### config.mk
export PLATFORM = sky130hd
export DESIGN_NAME = booth4_seq_pp_accumulator
export DESIGN_NICKNAME = d
export VERILOG_FILES = /design/src/rtl/booth4_seq_pp_accumulator.sv
export SDC_FILE = /design/constraint.sdc
export NUM_CORES = 1
export LEC_CHECK = 0
export ABC_AREA = 1
export CORE_MARGIN = 2
export CORE_UTILIZATION = 60
export DETAILED_ROUTE_END_ITERATION = 8
export GPL_ROUTABILITY_DRIVEN = 0
export PLACE_DENSITY = 0.83
export RECOVER_POWER = 100
export SLEW_MARGIN = 10
export SYNTH_ARGS = -nofsm -noshare
export SYNTH_HDL_FRONTEND = slang
export SYNTH_SLANG_ARGS = --single-unit
### constraint.sdc
create_clock -name sys_clk -period 7.4 [get_ports sys_clk]
set_input_delay 1.48 -clock sys_clk [delete_from_list [all_inputs] [get_ports sys_clk]]
set_output_delay 1.48 -clock sys_clk [all_outputs]
set_load 0.05 [all_outputs]
### src/rtl/booth4_seq_pp_accumulator.sv
// Sequential radix-4 Booth multiplier for 16x16 signed operands.
// It accepts one operand pair, generates one sign-inverted 18-bit partial
// product per cycle, and accumulates the weighted partial products into a
// 32-bit product. The sum starts from a bias that cancels the inverted sign bits.
// Ports:
//   sys_clk, sys_rst_n   : clock and synchronous active-low reset
//   in_valid / in_ready  : operand handshake (A, B are two's complement)
//   out_valid / out_ready: product handshake (product is A*B, two's complement)
module booth4_seq_pp_accumulator #(
    parameter int unsigned N_PP   = 8,
    parameter logic [31:0] K_BIAS = 32'h5556_0000
) (
    input  logic        sys_clk,
    input  logic        sys_rst_n,
    input  logic        in_valid,
    output logic        in_ready,
    input  logic [15:0] A,
    input  logic [15:0] B,
    output logic        out_valid,
    input  logic        out_ready,
    output logic [31:0] product
);

    localparam int unsigned AW  = 16;
    localparam int unsigned PPW = 18;
    localparam int unsigned PW  = 32;
    localparam int unsigned CW  = 3;
    localparam logic [CW-1:0] LAST_PP = CW'(N_PP - 1);

    typedef enum logic [1:0] {IDLE, RUN, DONE} state_t;

    state_t          state_q, state_d;
    logic [CW-1:0]   cnt_q, cnt_d;
    logic [AW-1:0]   a_q, a_d;
    logic [AW-1:0]   b_q, b_d;
    logic [AW:0]     nega_q, nega_d;
    logic [PW-1:0]   acc_q, acc_d;
    logic [PW-1:0]   product_q, product_d;
    logic            in_ready_q, in_ready_d;
    logic            out_valid_q, out_valid_d;

    logic [AW:0]     b_ext;
    logic [AW:0]     sexta;
    logic [4:0]      bit_idx;
    logic [2:0]      grp;
    logic [PPW-1:0]  pp;
    logic [PPW-1:0]  pp_s;
    logic [PW-1:0]   addend_c;

    assign in_ready  = in_ready_q;
    assign out_valid = out_valid_q;
    assign product   = product_q;

    // Booth group decode for the current step; B[-1] is the appended zero.
    always_comb begin
        b_ext   = {b_q, 1'b0};
        sexta   = {a_q[AW-1], a_q};
        bit_idx = {1'b0, cnt_q, 1'b0};
        grp     = b_ext[bit_idx +: 3];
        pp      = '0;
        case (grp)
            3'b001, 3'b010: pp = {sexta[AW], sexta};
            3'b011:         pp = {sexta, 1'b0};
            3'b100:         pp = {nega_q, 1'b0};
            3'b101, 3'b110: pp = {nega_q[AW], nega_q};
            default:        pp = '0;
        endcase
        // Inverted sign bit makes the PP non-negative; K_BIAS removes the offset.
        pp_s     = {~pp[PPW-1], pp[PPW-2:0]};
        addend_c = PW'(pp_s) << bit_idx;
    end

    // Next-state and datapath control.
    always_comb begin
        state_d   = state_q;
        cnt_d     = cnt_q;
        a_d       = a_q;
        b_d       = b_q;
        nega_d    = nega_q;
        acc_d     = acc_q;
        product_d = product_q;
        case (state_q)
            IDLE: begin
                if (in_valid) begin
                    a_d     = A;
                    b_d     = B;
                    nega_d  = (AW+1)'(0) - {A[AW-1], A};
                    acc_d   = K_BIAS;
                    cnt_d   = '0;
                    state_d = RUN;
                end
            end
            RUN: begin
                acc_d = acc_q + addend_c;
                cnt_d = cnt_q + CW'(1);
                if (cnt_q == LAST_PP) begin
                    product_d = acc_q + addend_c;
                    state_d   = DONE;
                end
            end
            DONE: begin
                if (out_ready) begin
                    state_d = IDLE;
                end
            end
            default: state_d = IDLE;
        endcase
        in_ready_d  = (state_d == IDLE);
        out_valid_d = (state_d == DONE);
    end

    // State and datapath registers.
    always_ff @(posedge sys_clk) begin
        if (!sys_rst_n) begin
            state_q     <= IDLE;
            cnt_q       <= '0;
            a_q         <= '0;
            b_q         <= '0;
            nega_q      <= '0;
            acc_q       <= '0;
            product_q   <= '0;
            in_ready_q  <= 1'b1;
            out_valid_q <= 1'b0;
        end else begin
            state_q     <= state_d;
            cnt_q       <= cnt_d;
            a_q         <= a_d;
            b_q         <= b_d;
            nega_q      <= nega_d;
            acc_q       <= acc_d;
            product_q   <= product_d;
            in_ready_q  <= in_ready_d;
            out_valid_q <= out_valid_d;
        end
    end

endmodule

## After elaboration in Yosys (flattened, before gate mapping)

Index checks and enable logic that the tools add are counted.
W data, S select, Z words.

- Output and inout bits: 34
- Register bits after elaboration: 120
- Word-level logic and storage cells: 43
- Bits of input ports: 36

- Shift-type cells: 2
- Add/sub/neg operators: 3
- Muxes and demuxes: 9
- Bitwise logic cells: 1
- Equality and inequality tests: 11
- Reduce and logical (&&, ||, !) cells: 8

Operator list:

| cell | number |
|---|---|
| $pmux W18 S4 | 1 |
| $pmux W32 S2 | 1 |
| $add A32 B32 Y32 | 1 |
| $mux W32 | 1 |
| $shl A18 B4 Y32 | 1 |
| $shiftx A17 B5 Y3 | 1 |
| $sub A1 B16 Y17 const A | 1 |
| $eq A3 B3 Y1 const B | 4 |
| $eq A3 B2 Y1 const B | 2 |
| $mux W2 | 3 |
| $pmux W2 S3 | 1 |
| $pmux W3 S2 | 1 |
| $reduce_and A2 Y1 | 3 |
| $eq A2 B2 Y1 const B | 2 |
| $logic_not A2 Y1 | 2 |
| $reduce_or A2 Y1 | 2 |
| $add A3 B1 Y3 const B | 1 |
| $eq A3 B1 Y1 const B | 1 |
| $mux W3 | 1 |
| $eq A2 B1 Y1 const B | 1 |
| $ne A2 B2 Y1 const B | 1 |
| $reduce_bool A2 Y1 | 1 |
| $not A1 Y1 | 1 |

## Logic depth before layout (Yosys ltp)

- Depth after elaboration: 8
- Depth in mapped cells: 33
- Gate-level depth less buffers: 30

## Worst setup path after synthesis

Ideal clock, no wire load.

- Path kind: reg-to-reg
- Start point: register cnt_q[0]
- End point: register acc_q[16]
- Required time: 7.268 ns
- Cell stages (with the launch flop): 28
- Path slack: 3.953 ns
- Path buffers: 3
- Setup time: 0.132 ns
- Data arrival time: 3.315 ns
- Cells stage by stage: dfxtp_1 > buf_6 > inv_4 > buf_6 > nand2_1 > nand3_2 > nand3_1 > nand2_1 > nand2_4 > nand2_4 > nor2_8 > buf_8 > nand2_2 > nand4_1 > o21ai_1 > nor3_1 > ha_1 > nand3_1 > nand3_1 > inv_1 > nor2_1 > nor2_1 > o21ai_0 > a21oi_1 > o21ai_0 > or2_2 > nand3_1 > a21oi_1

- Word-level cells in the longest chain between the ends: 8
- Elaborated cells on any way between the ends: 14

RTL lines:

| item | RTL line | RTL |
|---|---|---|
| start, declared | 33 | `logic [CW-1:0] cnt_q, cnt_d;` |
| start signal, assigned | 126 | `cnt_q <= cnt_d;` |
| $shiftx A17 B5 Y3 | 59 | `grp = b_ext[bit_idx +: 3];` |
| $eq A3 B3 Y1 (tied with other cells) | 61 | `case (grp)` |
| $reduce_or A2 Y1 | 61 |  |
| $pmux W18 S4 | 61 |  |
| $not A1 Y1 | 69 | `pp_s = {~pp[PPW-1], pp[PPW-2:0]};` |
| $shl A18 B4 Y32 (*) | 70 | `addend_c = PW'(pp_s) << bit_idx;` |
| $add A32 B32 Y32 (*) | 94 | `acc_d = acc_q + addend_c;` |
| $pmux W32 S2 (*) | 82 | `case (state_q)` |
| end signal, assigned | 120 | `acc_q <= '0;` |
| end signal, assigned | 130 | `acc_q <= acc_d;` |
| end, declared | 37 | `logic [PW-1:0] acc_q, acc_d;` |

Mark *: on every way between the ends. The rest lies on a longest branch, timed or not.
A chain may end at the register's enable or synchronous reset.

## Worst setup path after layout

- Start point: register cnt_q[0]
- End point: register product_q[22] (netlist: product[22])

- Word-level cells in the longest chain between the ends: 7
- Elaborated cells on any way between the ends: 15

RTL lines:

| item | RTL line | RTL |
|---|---|---|
| $shiftx A17 B5 Y3 | 59 |  |
| $eq A3 B3 Y1 (tied with other cells) | 61 |  |
| $reduce_or A2 Y1 | 61 |  |
| $pmux W18 S4 | 61 |  |
| $not A1 Y1 | 69 |  |
| $shl A18 B4 Y32 | 70 |  |
| $add A32 B32 Y32 | 97 | `product_d = acc_q + addend_c;` |
| end signal, assigned | 131 | `product_q <= product_d;` |
| end, declared | 38 | `logic [PW-1:0] product_q, product_d;` |

Parallel ways exist; a longest one is shown, timed or not.

==> run_results.csv <==
group,metric,value,unit
finish,syn_to_final_growth,16.5,%
critical_path,path_class,"reg -> reg",
logic_synthesis,ys_seq_area_frac,0.304,
global_route,grt_usage,0.314,
pwr,comb_power_share,0.204,
sta,rsz0062_at_grt,"no",
die,core,0.0127,mm^2
routing,vias_per_cell,5.78,
die,dieArea,0.0140,mm^2
worst_hold_path,hold_class,"reg -> reg",
sta,drv_slew,101,
logic_synthesis,synth_compound_area_frac,0.167,
critical_path,slowest_delay,0.79,ns
sta,fin_worst_skew,0.00822,ns
finish,fillers,1118,
routing,totalWireLength,21700,um
clock_tree,hold_buffers,0,
logic_synthesis,synth_flop_cell,"dfxtp_1",
sta,fmax,0.172,GHz
logic_synthesis,yosys.area_share.simple,0.360,
finish,drive_gt1_frac,0.0605,
flow_run,maxCapViolations,2,
sta,fin_crit_sh,0.784,
critical_path,slowest_stage,"clkbuf_1",
global_route,grt_max_degree,78,
pwr,power_density,213,mW/mm^2
logic_synthesis,synth_edf_count,0,
die,die_h,118,um
clock_tree,cts.sinks,119,
clock_tree,cts.htree.levels,4,
pwr,p_sw,588,uW
die,die_w,118,um
clock_tree,clock_path_buffers,2,
pwr,p_clk_frac,0.434,
logic_synthesis,syn_avg_cell_area,6.44,um^2
clock_tree,numCtsBuffers,17,
global_route,overflow,0,
worst_hold_path,min_path_cells,2,
logic_synthesis,synth_top_family_by_area,"simple AND/OR/NAND/NOR gates",
finish,layout_commonest_cell,"nand2_1",
critical_path,crit_required,7.72,ns
clock_tree,cts_resized,0,
die,start_util,0.618,
critical_path,rr_worst_depth,25,
finish,fin_nets,1331,
global_route,antenna_found_initial,0,
routing,drtAntennaViolNets,0,
sta,finalCriticalPeriod,5.80,ns
sta,worst_pin_slew,2.35,ns
placement,hpwlAfterDp,15200,um
logic_synthesis,yosys_register_bits,119,
placement,io_buffers,69,
sta,hold_violations,0,
logic_synthesis,synth.distinct_cells,48,
logic_synthesis,synthMuxAreaShare,0,
outcome,outcome,"complete, but fails checks",
routing,firstDrtPassIters,5,
sta,setup_viol_count_final,0,
sta,slew_headroom,-0.568,
pwr,p_seq_frac,0.362,
logic_synthesis,synthXorXnorAreaFrac,0.0201,
logic_synthesis,synthAdderAreaFrac,0.0569,
clock_tree,clk_latency,0.43,ns
outcome,violations,"max-capacitance violations, max-slew violations",
die,row_count,41,
pwr,switching_share,0.303,
routing,drt-initial-drc-count,977,
sta,fin_ws,1.60,ns
pwr,intPower,1350,uW
global_route,grt_pass1_wl,36400,um
global_route,grt_pass1_vias,7580,
placement,pre_cts_slack,2.69,ns
clock_tree,tritoncts,"yes",
clock_tree,root_buffer,"clkbuf_16",
clock_tree,cts.clk_slew.worst_paths,0.06,ns
critical_path,crit_path_max_fanout,22,
routing,wire_per_inst,15.0,um
finish,n_antenna_cell,0,
finish,layout_common_cells,"nand2_1 (318), nor2_1 (125), dfxtp_1 (119)",
critical_path,cpMostUsedCell,"nand3_1",
routing,drcViolationCount,0,
logic_synthesis,netlist_area,0.00783,mm^2
routing,vias,8359,
logic_synthesis,synth_cells,1216,
pwr,power.leakage,0.00415,uW
logic_synthesis,yosysWarnings,0,
die,ios,70,
logic_synthesis,synthArstFlopShare,0,
pwr,ir_worst_vdd,0.000174,V
critical_path,critPathArrivalTime,6.12,ns
critical_path,start_kind,"register",
logic_synthesis,synth_nets,1287,
clock_tree,post-cts-setup-buffers,0,
sta,setup_tns,0,ns
critical_path,end_kind,"register",
==> registers in the layout (all words and copies together), names as in the netlist <==
signal / cells
a_q: 16
acc_q: 32
b_q: 16
cnt_q: 3
in_ready: 1
nega_q: 16
out_valid: 1
product: 32
state_q: 2
==> per-stage QoR <==
step / hold slack [ns] / instances / util / cell area (um^2) / power (uW)
after CTS: 0.454 / 1445 / 0.722 / 9150 / 1940
after global routing: 0.482 / 1445 / 0.720 / 9120 / 2010
after detailed placement: 0.446 / 1413 / 0.675 / 8560 / 1100
after global placement: 0.442 / 1413 / 0.675 / 8560 / 1090
final: 0.453 / 1445 / 0.720 / 9120 / 1940
after floorplan: 0.429 / 1216 / - / 7830 / 1000
==> final cells by class <==
type | count | area (um^2) | share of cell area
Clock buffer | 24 | 472 | 0.0517
Inverter | 120 | 453 | 0.0496
Clock inverter | 8 | 121 | 0.0133
Timing Repair Buffer | 79 | 751 | 0.0823
Sequential cell | 119 | 2380 | 0.261
Tap cell | 172 | 215 | 0.0236
Multi-Input combinational cell | 923 | 4730 | 0.518
==> critical path: cells and delay by family, from the launching register on <==
| family | cells | cell delay [ns] |
|---|---|---|
| flip-flops | 1 | 0.70 |
| adder cells (fa/ha/maj) | 1 | 0.28 |
| AND/OR/NAND/NOR | 17 | 2.52 |
| AO/OA/AOI/OAI | 4 | 1.30 |
| buffers and inverters | 3 | 0.88 |
==> power groups by stage <==
stage	registers (uW)	logic, uW	clock network (uW)
global route	706	439	870
finish	702	396	843
global placement	714	379	0
detailed placement	715	387	0
floorplan	706	297	0
CTS	702	391	845
==> cell usage after synthesis, types with 6 or more instances <==
cell type | instances | area share
nand4_1 | 42 | 0.034
nand3_1 | 105 | 0.067
nor3_1 | 15 | 0.0096
or2_2 | 10 | 0.0080
o21bai_1 | 6 | 0.0057
nand2_2 | 6 | 0.0048
clkbuf_1 | 36 | 0.017
ha_1 | 34 | 0.054
a22oi_2 | 6 | 0.0096
buf_6 | 6 | 0.0086
dfxtp_1 | 119 | 0.30
inv_1 | 111 | 0.053
a21oi_1 | 111 | 0.071
buf_2 | 7 | 0.0045
inv_2 | 6 | 0.0029
xor2_1 | 15 | 0.017
nand2_1 | 317 | 0.15
o21ai_0 | 67 | 0.043
nor2_1 | 127 | 0.061
a22oi_1 | 10 | 0.0096
==> final timing paths <==
check | start | slack (ns) | to
max | cnt_q[0]$_SDFFE_PN0P_ | 1.60 | product[22]$_SDFFE_PN0P_
min | b_q[0]$_SDFFE_PN0P_ | 0.45 | b_q[0]$_SDFFE_PN0P_
max reg2reg | cnt_q[0]$_SDFFE_PN0P_ | 1.60 | product[22]$_SDFFE_PN0P_
min reg2reg | b_q[0]$_SDFFE_PN0P_ | 0.45 | b_q[0]$_SDFFE_PN0P_
==> kinds of logic after synthesis <==
kind of cell    Yosys count
xor+xnor                 18
flops                   119
compound gates          230
simple gates            640
buf+inv                 174
fa+ha+maj                35
==> metal layers <==
layer / up-vias / routed length, um / track usage
met2: 356 / 9970 / 0.491
met3: 49 / 1610 / 0.0555
met1: 3816 / 9540 / 0.424
li1: 4138 / - / -
met5: - / 0 / 0
met4: 0 / 600 / 0.141
Note: power is estimated with default switching activity, not from simulation.
